File: src/rtl/condicionador_botao.sv
// rtl/condicionador_botao.sv - push-button synchroniser, debouncer and one-shot press pulse generator
module condicionador_botao #(
   parameter logic [7:0] DEBOUNCE = 8'd4,
   parameter logic [7:0] HOLDOFF  = 8'd8
) (
   input  logic clk,
   input  logic rst,
   input  logic bt_in,
   output logic bt,
   output logic busy
);

   typedef enum logic [1:0] {
      IDLE     = 2'd0,
      PULSE    = 2'd1,
      HOLD     = 2'd2,
      WAIT_REL = 2'd3
   } state_t;

   state_t     state;
   state_t     state_nxt;
   logic       s1;
   logic       s2;
   logic       db;
   logic [7:0] cnt;
   logic [7:0] hcnt;

   // Two-flop synchroniser bringing the asynchronous button into the clk domain
   always_ff @(posedge clk) begin
      if (rst) begin
         s1 <= 1'b0;
         s2 <= 1'b0;
      end else begin
         s1 <= bt_in;
         s2 <= s1;
      end
   end

   // Debouncer: a new level must persist for DEBOUNCE consecutive samples; any sample matching db restarts the count
   always_ff @(posedge clk) begin
      if (rst) begin
         db  <= 1'b0;
         cnt <= 8'd0;
      end else if (s2 == db) begin
         cnt <= 8'd0;
      end else if (cnt == DEBOUNCE - 8'd1) begin
         db  <= s2;
         cnt <= 8'd0;
      end else begin
         cnt <= cnt + 8'd1;
      end
   end

   // State register, hold-off counter and outputs registered from the next state
   always_ff @(posedge clk) begin
      if (rst) begin
         state <= IDLE;
         hcnt  <= 8'd0;
         bt    <= 1'b0;
         busy  <= 1'b0;
      end else begin
         state <= state_nxt;
         bt    <= (state_nxt == PULSE);
         busy  <= (state_nxt != IDLE);
         if (state == PULSE) begin
            hcnt <= HOLDOFF;
         end else if ((state == HOLD) && (hcnt != 8'd1)) begin
            hcnt <= hcnt - 8'd1;
         end
      end
   end

   // Next-state logic: one pulse per accepted press, then hold-off and wait for release
   always_comb begin
      state_nxt = state;
      case (state)
         IDLE: begin
            if (db) state_nxt = PULSE;
         end
         PULSE: begin
            state_nxt = HOLD;
         end
         HOLD: begin
            if (hcnt == 8'd1) state_nxt = db ? WAIT_REL : IDLE;
         end
         WAIT_REL: begin
            if (!db) state_nxt = IDLE;
         end
         default: begin
            state_nxt = IDLE;
         end
      endcase
   end

endmodule

File: config.mk
export PLATFORM = sky130hd
export DESIGN_NAME = condicionador_botao
export DESIGN_NICKNAME = d
export VERILOG_FILES = /design/src/rtl/condicionador_botao.sv
export SDC_FILE = /design/constraint.sdc
export NUM_CORES = 1
export LEC_CHECK = 0
export BUFFER_PORTS_ARGS = -buffer_cell sky130_fd_sc_hd__clkbuf_2
export CAP_MARGIN = 20
export CORE_MARGIN = 4
export CORE_UTILIZATION = 30
export DETAILED_ROUTE_END_ITERATION = 8
export PLACE_DENSITY = 0.43
export SYNTH_ARGS = -nofsm -noshare
export SYNTH_HDL_FRONTEND = slang
export SYNTH_SLANG_ARGS = --single-unit
File: constraint.sdc
create_clock -name clk -period 3.4 [get_ports clk]
set_input_delay 0 -clock clk [delete_from_list [all_inputs] [get_ports clk]]
set_output_delay 0 -clock clk [all_outputs]
set_load 0.02 [all_outputs]
==> impl_metrics.tcl <==
set metrics [dict create \
    nFillCells 339 \
    post_cts_buffers 0 \
    max_freq_ghz 0.544 \
    synthSimpleGateAreaFrac_pct 29.7 \
    setup_slack_ns 1.56 \
    clk_pin_slew_ns 0.13 \
    grt_setup_unrepaired "no" \
    critPathLaunchType "flip-flop" \
    synth_fa_ha_area_share_pct 3.89 \
    synth-compound-area-share_pct 9.86 \
    crit_path_max_fanout 5 \
    grtUsageTotal_pct 8.98 \
    fp.coreArea_mm2 0.00305 \
    ant_nets 0 \
    path_delay_family "simple AND/OR/NAND/NOR gates" \
    max_cap_violations 0 \
    crit_chain "inv_1, ha_1, nor2b_1, a211o_1, or4b_1, a21oi_1" \
    skew_ns 0.00708 \
    grt_max_degree 13 \
    irDropWorstVdd_v 0.000179 \
    synth_xor_area_share_pct 7.26 \
    setup_viol 0 \
    start_util_pct 31.6 \
    syn_nets 111 \
    vias_per_cell 4.60 \
    clkSinkCount 23 \
    placed_cells 151 \
    routabilityCongestion 0.696 \
    power.density_mw_per_mm2 373 \
    cts_tree "built" \
    hold_violations 0 \
    htreeDepth 1 \
    synthCells 105 \
    cts_root_buffer "clkbuf_4" \
    antenna_found_initial 0 \
    synth-warning-count 0 \
    cts_buffers 3 \
    tightest_slew_ns 0.484 \
    async_flop_share_pct 0 \
    status "completed" \
    overflow 0 \
    syn_to_final_growth_pct 12.8 \
    worst_setup_path_end_kind "flip-flop" \
    dpl.hpwl_um 1230 \
    grt_pass1_vias 670 \
    grt_pass1_wl_um 2960 \
    fin_crit_ns 1.84 \
    wl_per_cell_um 10.6 \
    slowest_delay_ns 0.51 \
    synth_top_family_by_area "simple AND/OR/NAND/NOR gates" \
    period_share_pct 54.0 \
    n_antenna_cell 0 \
    critPathSlowestCell "or4b_1" \
    drt_iter0_drc 17 \
    vias 727 \
    synth_most_common_cell "dfxtp_1" \
    synth_edf_count 0 \
    synthTopCellsByCount "dfxtp_1, nor2_1, nand2_1, nand3_1" \
    std_cell_rows 20 \
    clock_latency_ns 0.30 \
    synth_area_leader_cell "dfxtp_1" \
    worst_hold_slack_ns 0.458 \
    timing.final.max_slew_violations 0 \
    dp_slack_ns 1.60 \
    portBuffers 4 \
    leakage_uw 0.000387 \
    setup-tns-final_ns 0 \
    final_cells 158 \
    routed_wl_um 1670 \
    dieHeight_um 64.7 \
    first_pass_iters 4 \
    die-area_mm2 0.00419 \
    final_core_util_pct 35.7 \
    synth_top_area_share_pct 47.7 \
    num-nets-final 121 \
    synth_cell_types 31 \
    syn_area_um2 965 \
    drive_above_1_share_pct 7.89 \
    crit_arrival_ns 2.08 \
    io_pins 5 \
    synthMuxAreaShare_pct 0 \
    seq_area_frac_synth_pct 47.7 \
    synth_area_leaders "dfxtp_1, nor2_1, xor2_1" \
    drc_errors 0 \
    cts.path.max_buffers 2 \
    slew_headroom_pct 67.7 \
    fp.dieW_um 64.7 \
    syn_area_per_cell_um2 9.19 \
    synth-main-ff-cell "dfxtp_1" \
    min_path_type "reg2reg" \
    setup.worst_path.class "reg2reg" \
    ys_ff_latch 23 \
    critPathBufInv 1 \
    cp.required_ns 3.64 \
]
[final timing paths]
check	slack [ns]	end	cells after the start	startpoint
worst max-delay path	1.56	hcnt[6]	6	hcnt[1]
worst min-delay path	0.46	s2	1	s1
worst max register to register	1.56	hcnt[6]	6	hcnt[1]
worst min register to register	0.46	s2	1	s1
[metal layers]
metal  vias to the layer above  share of wire, %  global-route usage (%)
li1                        390                 -                       -
met1                       322                55                    12.8
met2                        13                40                    12.3
met3                         2               3.9                    2.60
met4                         0               1.3                    3.96
met5                         -                 0                       0
[cell families (layout without fill, tap and decap cells)]
logic type | Yosys count | in the layout
AND/OR/NAND/NOR | 53 | 53
adder cells (fa/ha/maj) | 3 | 3
AO/OA/AOI/OAI | 14 | 14
buffers and inverters | 4 | 13
XOR/XNOR | 8 | 8
flip-flops | 23 | 23
[final cells by class]
| type | count | area (µm²) | area share (%) |
|---|---|---|---|
| Timing Repair Buffer | 7 | 50.0 | 4.60 |
| Tap cell | 44 | 55.1 | 5.06 |
| Sequential cell | 23 | 460 | 42.3 |
| Multi-Input combinational cell | 78 | 489 | 44.9 |
| Inverter | 2 | 7.51 | 0.690 |
| Clock buffer | 4 | 26.3 | 2.41 |
[state kept, by name, summed over array words and instances, names as in the netlist]
name and cells:
bt 1, busy 1, db 1, hcnt 8, s1 1, state 2, cnt 8, s2 1
[placed cells by master, fill, tap and decap left out, types with 2 or more instances in the layout]
| master | n |
|---|---|
| nor3_1 | 2 |
| nand2_1 | 7 |
| clkbuf_2 | 4 |
| xnor2_1 | 3 |
| and3_1 | 3 |
| dfxtp_1 | 23 |
| clkbuf_4 | 3 |
| a211oi_1 | 2 |
| nor2_1 | 16 |
| or4_1 | 3 |
| dlygate4sd3_1 | 3 |
| nor2b_1 | 5 |
| a21oi_1 | 5 |
| nor4b_1 | 2 |
| ha_1 | 3 |
| inv_1 | 2 |
| nand3_1 | 7 |
| xor2_1 | 5 |
[power by group]
part	switching, µW	internal (µW)	total (µW)
Clock	78.4	45.7	124
Sequential	0.822	271	272
Combinational	5.30	4.62	9.92
[metrics by stage]
| step | instance area [µm²] | total power [µW] |
|---|---|---|
| 5_1_grt | 1090 | 428 |
| 4_1_cts | 1090 | 415 |
| 3_5_place_dp | 1030 | 285 |
| 6_report | 1090 | 406 |
| 2_1_floorplan | 965 | 283 |
| 3_3_place_gp | 1030 | 285 |
[repair_timing]
| item | 4_1_cts | 5_1_grt |
|---|---|---|
| hold buffers | 3 | 0 |
| resized for setup | 0 | 0 |
| endpoints found under the hold margin | 7 | 0 |
No activity file was read; power rests on OpenSTA's default activity.
